`config.mk`:
```
export PLATFORM = sky130hd
export DESIGN_NAME = multicycle_control_flat
export DESIGN_NICKNAME = d
export VERILOG_FILES = /design/src/rtl/multicycle_control_pkg.sv /design/src/rtl/multicycle_control_if.sv /design/src/rtl/multicycle_control.sv /design/src/flat_wrapper.sv
export SDC_FILE = /design/constraint.sdc
export NUM_CORES = 1
export LEC_CHECK = 0
export BUFFER_PORTS_ARGS = -buffer_cell sky130_fd_sc_hd__clkbuf_2
export CAP_MARGIN = 10
export CORE_MARGIN = 1
export CORE_UTILIZATION = 40
export CTS_CLUSTER_DIAMETER = 80
export CTS_CLUSTER_SIZE = 25
export DETAILED_ROUTE_END_ITERATION = 8
export HOLD_SLACK_MARGIN = 0.03
export PLACE_DENSITY = 0.72
export SLEW_MARGIN = 10
export SYNTH_ARGS = -nofsm -noshare
export SYNTH_HDL_FRONTEND = slang
export SYNTH_SLANG_ARGS = --single-unit
```
`constraint.sdc`:
```
create_clock -name clk -period 1.1 [get_ports clk]
set_input_delay 0.055 -clock clk [delete_from_list [all_inputs] [get_ports clk]]
set_output_delay 0.055 -clock clk [all_outputs]
set_load 0.005 [all_outputs]
```
`src/rtl/multicycle_control_pkg.sv`:
```
`default_nettype none
// +--------------------------------------------------------------------------+
// | multicycle_control_pkg: opcodes, state encoding and control-field codes  |
// | Revision: 1.0                                                            |
// +--------------------------------------------------------------------------+
package multicycle_control_pkg;

  localparam logic [5:0] OP_RTYPE = 6'b000000;
  localparam logic [5:0] OP_J     = 6'b000010;
  localparam logic [5:0] OP_BEQ   = 6'b000100;
  localparam logic [5:0] OP_ADDI  = 6'b001000;
  localparam logic [5:0] OP_LW    = 6'b100011;
  localparam logic [5:0] OP_SW    = 6'b101011;

  localparam logic [1:0] ALU_OP_ADD   = 2'b00;
  localparam logic [1:0] ALU_OP_SUB   = 2'b01;
  localparam logic [1:0] ALU_OP_FUNCT = 2'b10;
  localparam logic [1:0] ALU_OP_ADDI  = 2'b11;

  localparam logic [1:0] SRC_B_REG     = 2'b00;
  localparam logic [1:0] SRC_B_ONE     = 2'b01;
  localparam logic [1:0] SRC_B_IMM     = 2'b10;
  localparam logic [1:0] SRC_B_IMM_BR  = 2'b11;

  localparam logic [1:0] PC_SRC_ALU    = 2'b00;
  localparam logic [1:0] PC_SRC_ALUOUT = 2'b01;
  localparam logic [1:0] PC_SRC_JUMP   = 2'b10;

  typedef enum logic [3:0] {
    S_FETCH     = 4'd0,
    S_DECODE    = 4'd1,
    S_MEM_ADDR  = 4'd2,
    S_MEM_READ  = 4'd3,
    S_MEM_WB    = 4'd4,
    S_MEM_WRITE = 4'd5,
    S_R_EXEC    = 4'd6,
    S_R_WB      = 4'd7,
    S_ADDI_EXEC = 4'd8,
    S_ADDI_WB   = 4'd9,
    S_BRANCH    = 4'd10,
    S_JUMP      = 4'd11
  } state_t;

  typedef struct packed {
    logic       pc_write;
    logic       pc_write_cond;
    logic       i_or_d;
    logic       mem_read;
    logic       mem_write;
    logic       ir_write;
    logic       reg_write;
    logic       mem_to_reg;
    logic       reg_dst;
    logic       alu_src_a;
    logic       illegal_op;
    logic [1:0] alu_src_b;
    logic [1:0] alu_op;
    logic [1:0] pc_source;
  } ctrl_t;

endpackage
`default_nettype wire

```
`src/rtl/multicycle_control_if.sv`:
```
`default_nettype none
// +--------------------------------------------------------------------------+
// | multicycle_control_if: instruction/memory status in, datapath control out|
// | Revision: 1.0                                                            |
// +--------------------------------------------------------------------------+
interface multicycle_control_if;
  logic [5:0] opcode;
  logic       mem_ready;
  logic       pc_write;
  logic       pc_write_cond;
  logic       i_or_d;
  logic       mem_read;
  logic       mem_write;
  logic       ir_write;
  logic       reg_write;
  logic       mem_to_reg;
  logic       reg_dst;
  logic       alu_src_a;
  logic       illegal_op;
  logic [1:0] alu_src_b;
  logic [1:0] alu_op;
  logic [1:0] pc_source;

  modport master (
    input  opcode, mem_ready,
    output pc_write, pc_write_cond, i_or_d, mem_read, mem_write, ir_write,
           reg_write, mem_to_reg, reg_dst, alu_src_a, illegal_op,
           alu_src_b, alu_op, pc_source
  );

  modport slave (
    output opcode, mem_ready,
    input  pc_write, pc_write_cond, i_or_d, mem_read, mem_write, ir_write,
           reg_write, mem_to_reg, reg_dst, alu_src_a, illegal_op,
           alu_src_b, alu_op, pc_source
  );
endinterface
`default_nettype wire

```
`src/rtl/multicycle_control.sv`:
```
`default_nettype none
// +--------------------------------------------------------------------------+
// | multicycle_control: multicycle MIPS-subset control FSM                    |
// | Revision: 1.0                                                            |
// +--------------------------------------------------------------------------+
module multicycle_control
  import multicycle_control_pkg::*;
(
  input  logic                        clk,
  input  logic                        reset,
  multicycle_control_if.master        bus
);

  state_t state;
  state_t next_state;
  ctrl_t  ctrl;

  always_ff @(posedge clk or posedge reset) begin
    if (reset) state <= S_FETCH;
    else       state <= next_state;
  end

  always_comb begin
    next_state = state;
    ctrl       = '0;
    case (state)
      S_FETCH: begin
        ctrl.mem_read  = 1'b1;
        ctrl.alu_src_b = SRC_B_ONE;
        ctrl.alu_op    = ALU_OP_ADD;
        ctrl.pc_source = PC_SRC_ALU;
        ctrl.ir_write  = bus.mem_ready;
        ctrl.pc_write  = bus.mem_ready;
        if (bus.mem_ready) next_state = S_DECODE;
      end
      S_DECODE: begin
        ctrl.alu_src_b = SRC_B_IMM_BR;
        ctrl.alu_op    = ALU_OP_ADD;
        case (bus.opcode)
          OP_LW, OP_SW: next_state = S_MEM_ADDR;
          OP_RTYPE:     next_state = S_R_EXEC;
          OP_ADDI:      next_state = S_ADDI_EXEC;
          OP_BEQ:       next_state = S_BRANCH;
          OP_J:         next_state = S_JUMP;
          default: begin
            ctrl.illegal_op = 1'b1;
            next_state      = S_FETCH;
          end
        endcase
      end
      S_MEM_ADDR: begin
        ctrl.alu_src_a = 1'b1;
        ctrl.alu_src_b = SRC_B_IMM;
        // A load/store opcode that changed under us is abandoned, never written
        if (bus.opcode == OP_LW)      next_state = S_MEM_READ;
        else if (bus.opcode == OP_SW) next_state = S_MEM_WRITE;
        else                          next_state = S_FETCH;
      end
      S_MEM_READ: begin
        ctrl.mem_read = 1'b1;
        ctrl.i_or_d   = 1'b1;
        if (bus.mem_ready) next_state = S_MEM_WB;
      end
      S_MEM_WB: begin
        ctrl.reg_write  = 1'b1;
        ctrl.mem_to_reg = 1'b1;
        next_state      = S_FETCH;
      end
      S_MEM_WRITE: begin
        ctrl.mem_write = 1'b1;
        ctrl.i_or_d    = 1'b1;
        if (bus.mem_ready) next_state = S_FETCH;
      end
      S_R_EXEC: begin
        ctrl.alu_src_a = 1'b1;
        ctrl.alu_src_b = SRC_B_REG;
        ctrl.alu_op    = ALU_OP_FUNCT;
        next_state     = S_R_WB;
      end
      S_R_WB: begin
        ctrl.reg_write = 1'b1;
        ctrl.reg_dst   = 1'b1;
        next_state     = S_FETCH;
      end
      S_ADDI_EXEC: begin
        ctrl.alu_src_a = 1'b1;
        ctrl.alu_src_b = SRC_B_IMM;
        ctrl.alu_op    = ALU_OP_ADDI;
        next_state     = S_ADDI_WB;
      end
      S_ADDI_WB: begin
        ctrl.reg_write = 1'b1;
        next_state     = S_FETCH;
      end
      S_BRANCH: begin
        ctrl.alu_src_a     = 1'b1;
        ctrl.alu_src_b     = SRC_B_REG;
        ctrl.alu_op        = ALU_OP_SUB;
        ctrl.pc_write_cond = 1'b1;
        ctrl.pc_source     = PC_SRC_ALUOUT;
        next_state         = S_FETCH;
      end
      S_JUMP: begin
        ctrl.pc_write  = 1'b1;
        ctrl.pc_source = PC_SRC_JUMP;
        next_state     = S_FETCH;
      end
      default: next_state = S_FETCH;
    endcase
    // Reset silences the datapath at once, before the state register has a clock
    if (reset) ctrl = '0;
  end

  assign bus.pc_write      = ctrl.pc_write;
  assign bus.pc_write_cond = ctrl.pc_write_cond;
  assign bus.i_or_d        = ctrl.i_or_d;
  assign bus.mem_read      = ctrl.mem_read;
  assign bus.mem_write     = ctrl.mem_write;
  assign bus.ir_write      = ctrl.ir_write;
  assign bus.reg_write     = ctrl.reg_write;
  assign bus.mem_to_reg    = ctrl.mem_to_reg;
  assign bus.reg_dst       = ctrl.reg_dst;
  assign bus.alu_src_a     = ctrl.alu_src_a;
  assign bus.illegal_op    = ctrl.illegal_op;
  assign bus.alu_src_b     = ctrl.alu_src_b;
  assign bus.alu_op        = ctrl.alu_op;
  assign bus.pc_source     = ctrl.pc_source;

endmodule
`default_nettype wire

```
`src/flat_wrapper.sv`:
```
// flat-port wrapper written by rule: the top's interface ports become plain ports
module multicycle_control_flat import multicycle_control_pkg::*;
  (clk, reset, bus_opcode, bus_mem_ready, bus_pc_write, bus_pc_write_cond, bus_i_or_d, bus_mem_read, bus_mem_write, bus_ir_write, bus_reg_write, bus_mem_to_reg, bus_reg_dst, bus_alu_src_a, bus_illegal_op, bus_alu_src_b, bus_alu_op, bus_pc_source);
  multicycle_control_if bus_i ();
  input  logic clk;
  input  logic reset;
  input wire logic [$bits(bus_i.opcode)-1:0] bus_opcode;
  input wire logic [$bits(bus_i.mem_ready)-1:0] bus_mem_ready;
  output wire logic [$bits(bus_i.pc_write)-1:0] bus_pc_write;
  output wire logic [$bits(bus_i.pc_write_cond)-1:0] bus_pc_write_cond;
  output wire logic [$bits(bus_i.i_or_d)-1:0] bus_i_or_d;
  output wire logic [$bits(bus_i.mem_read)-1:0] bus_mem_read;
  output wire logic [$bits(bus_i.mem_write)-1:0] bus_mem_write;
  output wire logic [$bits(bus_i.ir_write)-1:0] bus_ir_write;
  output wire logic [$bits(bus_i.reg_write)-1:0] bus_reg_write;
  output wire logic [$bits(bus_i.mem_to_reg)-1:0] bus_mem_to_reg;
  output wire logic [$bits(bus_i.reg_dst)-1:0] bus_reg_dst;
  output wire logic [$bits(bus_i.alu_src_a)-1:0] bus_alu_src_a;
  output wire logic [$bits(bus_i.illegal_op)-1:0] bus_illegal_op;
  output wire logic [$bits(bus_i.alu_src_b)-1:0] bus_alu_src_b;
  output wire logic [$bits(bus_i.alu_op)-1:0] bus_alu_op;
  output wire logic [$bits(bus_i.pc_source)-1:0] bus_pc_source;
  assign bus_i.opcode = bus_opcode;
  assign bus_i.mem_ready = bus_mem_ready;
  assign bus_pc_write = bus_i.pc_write;
  assign bus_pc_write_cond = bus_i.pc_write_cond;
  assign bus_i_or_d = bus_i.i_or_d;
  assign bus_mem_read = bus_i.mem_read;
  assign bus_mem_write = bus_i.mem_write;
  assign bus_ir_write = bus_i.ir_write;
  assign bus_reg_write = bus_i.reg_write;
  assign bus_mem_to_reg = bus_i.mem_to_reg;
  assign bus_reg_dst = bus_i.reg_dst;
  assign bus_alu_src_a = bus_i.alu_src_a;
  assign bus_illegal_op = bus_i.illegal_op;
  assign bus_alu_src_b = bus_i.alu_src_b;
  assign bus_alu_op = bus_i.alu_op;
  assign bus_pc_source = bus_i.pc_source;
  multicycle_control u_core (.clk(clk), .reset(reset), .bus(bus_i));
endmodule
```
==> flow_metrics.py, run 1 <==
metrics = {
    "die": {
        "ioPinCount": 26,
        "initial_core_util_pct": 44.0,
        "die_width_um": 40.1,
        "die_h_um": 40.1,
        "rows": 13,
    },
    "place": {
        "port_buffers": 25,
        "finalWeightedCongestion": 0.893,
        "place_area_um2": 942,
        "place_ws_ps": -165,
        "dp_hpwl_um": 1620,
    },
    "grt": {
        "grt_max_degree": 9,
        "track_usage_pct": 74.7,
        "gr-total-overflow": 13,
    },
    "yosys": {
        "yosysWarnings": 0,
        "yosysUniqueCellTypes": 30,
        "synth_seq_cells": 4,
        "netlist_instances": 87,
        "avgSynthCellArea_um2": 6.66,
        "syn_nets": 96,
        "syn_area_um2": 579,
        "ys_seq_area_share_pct": 17.3,
    },
    "sta": {
        "grt_worst_setup_endpoint": "bus_alu_src_b[1]",
        "endpoint_type": "primary output",
    },
    "run_status": {
        "status": "did not finish",
        "stop_stage": "5_1_grt",
        "firstError": "[ERROR GRT-0232] Routing congestion too high. Check the congestion heatmap in the GUI.",
    },
    "cts": {
        "clkSinkCount": 4,
        "cts_max_level": 1,
        "clockBufferDepth": 2,
        "numCtsBuffers": 3,
        "clock-root-buffer": "clkbuf_4",
    },
}
==> cell families after synthesis <==
group / after synthesis / synth area share (%)
AOI/OAI and AO/OA: 21 / 22.5
DFF: 4 / 17.3
xor gates and xnor gates: 3 / 4.54
and+or+nand+nor: 46 / 45.6
buffers and inverters: 13 / 10.2
==> cells in the mapped netlist <==
cell type | n | area [um2]
buf_4 | 1 | 7.51
a221oi_1 | 1 | 8.76
buf_2 | 5 | 25.0
xnor2_1 | 1 | 8.76
o221ai_1 | 1 | 8.76
clkbuf_1 | 2 | 7.51
a22oi_1 | 1 | 7.51
nand3_1 | 4 | 20.0
o41ai_1 | 1 | 8.76
nor2_1 | 9 | 33.8
o22ai_1 | 1 | 6.26
inv_1 | 4 | 15.0
nand2_1 | 3 | 11.3
o21a_1 | 1 | 7.51
a21o_1 | 1 | 7.51
nor2b_1 | 1 | 6.26
and3_1 | 4 | 25.0
nor3b_1 | 2 | 15.0
xor2_1 | 2 | 17.5
or2_1 | 1 | 6.26
or3_4 | 1 | 11.3
inv_2 | 1 | 3.75
o21ai_0 | 7 | 35.0
o211ai_1 | 2 | 15.0
nor4_2 | 2 | 25.0
a21oi_1 | 5 | 25.0
nor3_1 | 7 | 35.0
dfrtp_1 | 4 | 100
nand2b_1 | 4 | 25.0
nor4_1 | 8 | 50.1
==> metal layers <==
layer	global-route usage, %	GRT overflow
met4	88.8	3
met5	0	0
met2	94.0	10
met3	52.2	0
met1	72.8	0
==> per-stage QoR <==
step | cells | util (%)
2_1_floorplan | 87 | -
3_5_place_dp | 149 | 71.5
3_3_place_gp | 149 | 71.5
4_1_cts | 163 | 89.5
==> repair_timing <==
action	in CTS
cloned	2
pin swaps	13
setup endpoints to repair	21
setup buffers	8
gates resized for setup	36
hold buffers	1
hold endpoints to repair	4
==> run 2, diff against run 1 <==
--- a/config.mk
+++ b/config.mk
@@ -7,13 +7,10 @@
 export LEC_CHECK = 0
 export BUFFER_PORTS_ARGS = -buffer_cell sky130_fd_sc_hd__clkbuf_2
 export CAP_MARGIN = 10
-export CORE_MARGIN = 1
-export CORE_UTILIZATION = 40
-export CTS_CLUSTER_DIAMETER = 80
-export CTS_CLUSTER_SIZE = 25
+export CORE_AREA = 2 2 63 65
 export DETAILED_ROUTE_END_ITERATION = 8
-export HOLD_SLACK_MARGIN = 0.03
-export PLACE_DENSITY = 0.72
+export DIE_AREA = 0 0 65 67
+export PLACE_DENSITY_LB_ADDON = 0.15
 export SLEW_MARGIN = 10
 export SYNTH_ARGS = -nofsm -noshare
 export SYNTH_HDL_FRONTEND = slang
==> constraint.sdc (replaced) <==
create_clock -name clk -period 1.43 [get_ports clk]
set_input_delay 0.0715 -clock clk [delete_from_list [all_inputs] [get_ports clk]]
set_output_delay 0.0715 -clock clk [all_outputs]
set_load 0.005 [all_outputs]
==> run 2 against run 1 <==
  * The flow now finishes, with violations (negative setup slack)
  * Synthesized cell count unchanged
  * Synthesized area unchanged
==> flow_metrics.py, run 2 <==
metrics = {
    "layout": {
        "top_register": "u_core.state",
        "drive_gt1_share_pct": 53.7,
        "syn_to_final_growth_pct": 73.6,
        "fillers": 394,
        "seqCellArea_um2": 104,
        "diodes": 0,
        "largest_register_ffs": 4,
        "multiInputGateArea_um2": 527,
        "top_regs": "u_core.state x4",
        "final_common_cell": "clkbuf_2",
        "finalNetCount": 134,
        "most-common-layout-cells": "clkbuf_2 (21), buf_4 (13), nor2_1 (7), o21ai_0 (7), nor4_1 (6)",
    },
    "yosys": {
        "synthTopCellsByArea": "dfrtp_1 (17%), nor4_1 (8.6%), nor3_1 (6.0%)",
        "synth_ff_type": "dfrtp_1",
        "syn_nets": 96,
        "ys_seq_area_share_pct": 17.3,
        "synth_common_cells": "nor2_1 (9), nor4_1 (8), nor3_1 (7), o21ai_0 (7)",
        "synth_top_area_cell": "dfrtp_1",
        "yosysMostFrequentCell": "nor2_1",
        "synth_top_area_share_pct": 17.3,
        "synth_seq_cells": 4,
        "async_flop_share_pct": 100,
        "yosysUniqueCellTypes": 30,
        "netlist_instances": 87,
        "avgSynthCellArea_um2": 6.66,
        "yosysWarnings": 0,
        "synth-edff-count": 0,
        "syn_area_um2": 579,
    },
    "drt": {
        "viasPerCell": 4.78,
        "via_count": 817,
        "routed_wl_um": 2220,
        "ant_nets": 0,
        "routedWlPerCell_um": 13.0,
        "drc": 0,
        "dr.pass1.iters": 4,
        "drtIter0Drc": 13,
    },
    "worst_setup_path": {
        "r2r_cells": 7,
        "cp.required_ps": 1360,
        "critPathLaunchType": "flip-flop",
        "crit_path_end_kind": "output port",
        "worstReg2RegEnd": "u_core.state[0]",
        "critPathMaxFanout": 4,
        "path_class": "reg -> out",
        "reg2reg_slack_ps": 20,
        "timing.rr.start": "u_core.state[1]",
        "critPathArrivalTime_ps": 1430,
    },
    "grt": {
        "track_usage_pct": 10.4,
        "antenna_found_initial": 0,
        "grt_pass1_vias": 764,
        "grt_max_degree": 11,
        "grt_pass1_wl_um": 3420,
        "gr-total-overflow": 0,
    },
    "sta": {
        "hold_ws_ps": 240,
        "final.min_clock_period_ps": 1500,
        "tightestPinTransition_ps": 488,
        "period_share_pct": 105,
        "slew_headroom_pct": 67.2,
        "hold_viol": 0,
        "rsz0062_at_grt": "true",
        "drv_slew": 0,
        "finalWorstSetupSlack_ps": -69.2,
        "finalSetupViolations": 4,
        "fmax_ghz": 0.667,
        "fin_skew_ps": 8.94,
    },
    "min_path": {
        "holdPathEnd": "u_core.state[2]",
        "min_path_cells": 3,
        "min_from": "bus_opcode[3]",
        "hold_class": "in -> reg",
    },
    "pwr": {
        "seqPwrFrac_pct": 20.9,
        "total_power_uw": 785,
        "p_switching_uw": 299,
        "power_frac_comb_pct": 47.7,
        "power_density_mw_per_mm2": 780,
        "irDropWorstVdd_mv": 0.249,
        "p_int_uw": 486,
        "clockPowerShare_pct": 31.4,
        "p_sw_share_pct": 38.2,
        "p_leak_nw": 0.459,
    },
    "cts": {
        "clk_pin_slew_ps": 40,
        "clockBufferDepth": 2,
        "tritoncts": "built",
        "numCtsBuffers": 3,
        "clock-root-buffer": "clkbuf_8",
        "clk_latency_ps": 230,
        "clkSinkCount": 4,
        "cts_max_level": 1,
    },
    "run_status": {
        "violations": "negative setup slack",
        "status": "finished with violations",
    },
    "place": {
        "finalWeightedCongestion": 0.859,
        "port_buffers": 25,
        "dp_hpwl_um": 1640,
    },
    "flow_run": {
        "cap_violations": 0,
    },
    "die": {
        "coreArea_mm2": 0.00361,
        "die_h_um": 67,
        "ioPinCount": 26,
        "die_width_um": 65,
        "die_area_mm2": 0.00436,
        "rows": 22,
        "initial_core_util_pct": 16.1,
    },
}
## run 2: cell counts after synthesis
No cell type changed its count.
## run 2: per-layer routing
| layer | vias to the layer above | global-route usage (%) | routed length, um |
|---|---|---|---|
| li1 | 391 | - | - |
| met1 | 388 | 12.6 | 994 |
| met2 | 30 | 16.1 | 1010 |
| met3 | 8 | 3.55 | 143 |
| met4 | 0 | 5.85 | 74 |
| met5 | - | 0 | 0 |
## run 2: final cells by class
cell class | count | share of cell area (%)
clock buffers | 3 | 4.10
inverters | 5 | 1.87
repair buffers | 41 | 25.4
flip-flops and latches | 4 | 10.3
multi-input cells | 70 | 52.4
well taps | 48 | 5.97
## run 2: worst max-delay path by stage
stage,start,endpoint,slack [ps],cells after the start
floorplan,u_core.state[1],u_core.state[0],200,5
global placement,u_core.state[3],bus_pc_write,-1,5
detailed placement,u_core.state[0],u_core.state[0],50,4
CTS,u_core.state[1],bus_alu_op[1],-50,6
global route,u_core.state[1],bus_reg_write,-110,6
finish,u_core.state[1],bus_reg_write,-70,6
## run 2: critical path, cell delays in order, from the launching register on
cell	delay, ps
dfrtp_2	440
buf_6	140
xor2_2	150
nor3b_2	190
a21oi_1	60
nor2_1	110
buf_2	120
## run 2: repair_timing
item                                   4_1_cts  5_1_grt
hold buffers                                 1        0
buffers inserted                             4        0
pin swaps                                    3        2
resized for setup                           11       17
endpoints found under the hold margin        4        0
setup endpoints to repair                   11       14
gates cloned                                 0        0
## run 2: power groups by stage
stage / Clock (mW) / Combinational [mW] / Sequential (mW)
6_report: 0.246 / 0.375 / 0.164
3_5_place_dp: 0 / 0.297 / 0.159
2_1_floorplan: 0 / 0.181 / 0.135
4_1_cts: 0.248 / 0.340 / 0.160
3_3_place_gp: 0 / 0.306 / 0.159
5_1_grt: 0.259 / 0.409 / 0.167
## run 2: cells by family after synthesis
family / synth area share [%]
buffers and inverters: 10.2
XOR/XNOR: 4.54
AND/OR/NAND/NOR: 45.6
AO/OA/AOI/OAI: 22.5
flip-flops: 17.3
## run 2: per-stage QoR
stage          utilization (%)  instances  area [um2]  worst slack [ps]  setup TNS (ps)
4_1_cts                   25.9        171         935             -53.8            -162
3_5_place_dp              22.4        163         807              51.4               0
3_3_place_gp              22.4        163         807            -0.965          -0.965
5_1_grt                   27.9        171        1010              -108            -541
2_1_floorplan                -         87         579               204               0
6_report                  27.9        171        1010             -69.2            -140
(Power assumes the default switching activity.)
==> run 3, diff against run 2 <==
--- a/config.mk
+++ b/config.mk
@@ -5,6 +5,7 @@
 export SDC_FILE = /design/constraint.sdc
 export NUM_CORES = 1
 export LEC_CHECK = 0
+export ABC_AREA = 1
 export BUFFER_PORTS_ARGS = -buffer_cell sky130_fd_sc_hd__clkbuf_2
 export CAP_MARGIN = 10
 export CORE_AREA = 2 2 63 65
==> run 3 against run 2 <==
  * The flow now finishes without violations
  * Via count is 3.5% lower
  * Clock-buffer cell count stayed put
  * Synthesized area is 3.2% higher
  * Clock skew is 8.3 ps lower
  * Sequential power is 15% higher
  * Cell count is 13% higher
  * Cell area is 7.3% lower
  * Clock power is 2% lower
  * Power is 30% higher
  * Critical path type unchanged
  * Critical endpoint is now bus_pc_write
  * Largest power group unchanged
==> flow_metrics.py, run 3 <==
metrics = {
    "drt": {
        "ant_nets": 0,
        "drtIter0Drc": 10,
        "drc": 0,
        "dr.pass1.iters": 4,
        "via_count": 788,
        "viasPerCell": 4.06,
        "routedWlPerCell_um": 9.89,
        "routed_wl_um": 1920,
    },
    "yosys": {
        "synth.area.mux_share_pct": 0,
        "yosys.area_share.simple_pct": 63.4,
        "yosysUniqueCellTypes": 18,
        "avgSynthCellArea_um2": 5.29,
        "yosysWarnings": 0,
        "synth_ff_type": "dfrtp_1",
        "synth_common_cells": "nand2_1 (33), nor2_1 (22), inv_1 (14)",
        "synth_adder_area_share_pct": 0,
        "synth_top_family_by_area": "simple AND/OR/NAND/NOR gates",
        "synth-xor-area-share_pct": 0,
        "syn_area_um2": 598,
        "syn_nets": 122,
        "synth-compound-area-share_pct": 6.07,
        "ys_seq_area_share_pct": 16.7,
        "yosysMostFrequentCell": "nand2_1",
        "synth_top_area_cell": "nand2_1",
        "synth-edff-count": 0,
        "synthTopCellsByArea": "nand2_1 (21%), dfrtp_1 (17%), nor2_1 (14%)",
        "async_flop_share_pct": 100,
        "netlist_instances": 113,
        "synth_seq_cells": 4,
        "synth_top_area_share_pct": 20.7,
    },
    "cts": {
        "clk_latency_ps": 220,
        "clockBufferDepth": 2,
        "clk_pin_slew_ps": 30,
        "numCtsBuffers": 3,
        "clkSinkCount": 4,
        "tritoncts": "built",
        "cts_max_level": 1,
        "clock-root-buffer": "clkbuf_8",
    },
    "grt": {
        "grt_pass1_vias": 744,
        "antenna_found_initial": 0,
        "grt_max_degree": 13,
        "grt_pass1_wl_um": 3040,
        "gr-total-overflow": 0,
        "track_usage_pct": 9.26,
    },
    "min_path": {
        "hold_class": "in -> reg",
        "min_from": "bus_mem_ready",
        "min_path_cells": 4,
        "holdPathEnd": "u_core.state[0]",
    },
    "pwr": {
        "p_switching_uw": 463,
        "power_frac_comb_pct": 57.9,
        "irDropWorstVdd_mv": 0.239,
        "p_sw_share_pct": 45.4,
        "seqPwrFrac_pct": 18.5,
        "p_int_uw": 557,
        "clockPowerShare_pct": 23.6,
        "total_power_mw": 1.02,
        "p_leak_nw": 0.535,
        "power_density_mw_per_mm2": 1100,
    },
    "sta": {
        "fin_skew_ps": 0.623,
        "final.min_clock_period_ps": 1420,
        "finalSetupViolations": 0,
        "finalSetupTns_ps": 0,
        "rsz0062_at_grt": "true",
        "period_share_pct": 99.0,
        "hold_viol": 0,
        "slew_headroom_pct": 78.4,
        "fmax_ghz": 0.706,
        "tightestPinTransition_ps": 324,
        "drv_slew": 0,
    },
    "flow_run": {
        "cap_violations": 0,
    },
    "layout": {
        "final_common_cell": "nand2_1",
        "drive_gt1_share_pct": 45.9,
        "diodes": 0,
        "top_regs": "u_core.state x4",
        "top_register": "u_core.state",
        "most-common-layout-cells": "nand2_1 (30), nor2_1 (18), clkbuf_2 (18), inv_1 (12), nand3_1 (10)",
        "final_util_pct": 25.9,
        "stdcell_count": 194,
        "syn_to_final_growth_pct": 55.9,
        "finalNetCount": 157,
        "largest_register_ffs": 4,
    },
    "die": {
        "rows": 22,
        "die_h_um": 67,
        "die_area_mm2": 0.00436,
        "ioPinCount": 26,
        "coreArea_mm2": 0.00361,
        "die_width_um": 65,
        "initial_core_util_pct": 16.6,
    },
    "worst_setup_path": {
        "worstReg2RegEnd": "u_core.state[0]",
        "path_class": "reg -> out",
        "critPathArrivalTime_ps": 1340,
        "critPathLaunchType": "flip-flop",
        "crit_path_end_kind": "output port",
        "r2r_cells": 8,
        "reg2reg_slack_ps": 190,
        "critPathMaxFanout": 5,
        "timing.rr.start": "u_core.state[2]",
        "cp.required_ps": 1360,
    },
    "place": {
        "finalWeightedCongestion": 0.739,
        "dp_hpwl_um": 1540,
        "port_buffers": 25,
        "dp_cells": 184,
    },
    "run_status": {
        "status": "complete, no violations",
    },
}
==> run 3: timing repair <==
| item | in CTS | in global routing |
|---|---|---|
| hold buffers | 1 | 0 |
| endpoints found under the setup margin | 5 | 9 |
| endpoints found under the hold margin | 4 | 0 |
| resized for setup | 3 | 25 |
| pin swaps | 0 | 9 |
| setup buffers | 0 | 6 |
| gates cloned | 0 | 0 |
==> run 3: stage by stage <==
step,instance area (um2),hold slack [ps],setup slack (ps)
floorplan,598,-132,369
global placement,772,170,138
detailed placement,772,149,126
CTS,832,196,-19.0
global route,932,227,-82.9
finish,932,208,14.0
==> run 3: layer usage <==
metal | vias to the layer above | GRT usage (%) | part of all wire [%]
met1 | 354 | 9.88 | 41
met3 | 5 | 1.18 | 2.3
met4 | 0 | 6.38 | 2.8
met5 | - | 0 | 0
met2 | 16 | 16.9 | 53
li1 | 413 | - | -
==> run 3: area by class of cell <==
type | instances | area (um2)
Fill cell | 414 | 2670
Multi-Input combinational cell | 88 | 477
Timing Repair Buffer | 32 | 180
Sequential cell | 4 | 103
Inverter | 19 | 71.3
Tap cell | 48 | 60.1
Clock buffer | 3 | 41.3
==> run 3: power by group through the flow <==
stage / Combinational [mW] / Clock [mW] / Sequential, mW
4_1_cts: 0.477 / 0.242 / 0.188
2_1_floorplan: 0.321 / 0 / 0.173
5_1_grt: 0.658 / 0.255 / 0.192
3_3_place_gp: 0.464 / 0 / 0.178
6_report: 0.591 / 0.241 / 0.189
3_5_place_dp: 0.460 / 0 / 0.181
==> run 3: worst max-delay path by stage <==
stage                                 end  slack [ps]             from
final                        bus_pc_write          10  u_core.state[1]
after global routing       bus_illegal_op         -80  u_core.state[2]
after floorplan           u_core.state[0]         370  u_core.state[3]
after CTS                  bus_illegal_op         -20  u_core.state[2]
after global placement       bus_pc_write         140  u_core.state[0]
after detailed placement     bus_pc_write         130  u_core.state[0]
==> run 3: cells by family after synthesis <==
group,after synthesis
compound gates,7
buf+inv,21
flops,4
simple gates,81
==> run 3: critical path, cell delays in order (launching register included) <==
cell	delay, ps
dfrtp_2	440
nor2_4	180
inv_2	70
nor2_4	130
nand2_2	80
a21oi_2	100
buf_2	120
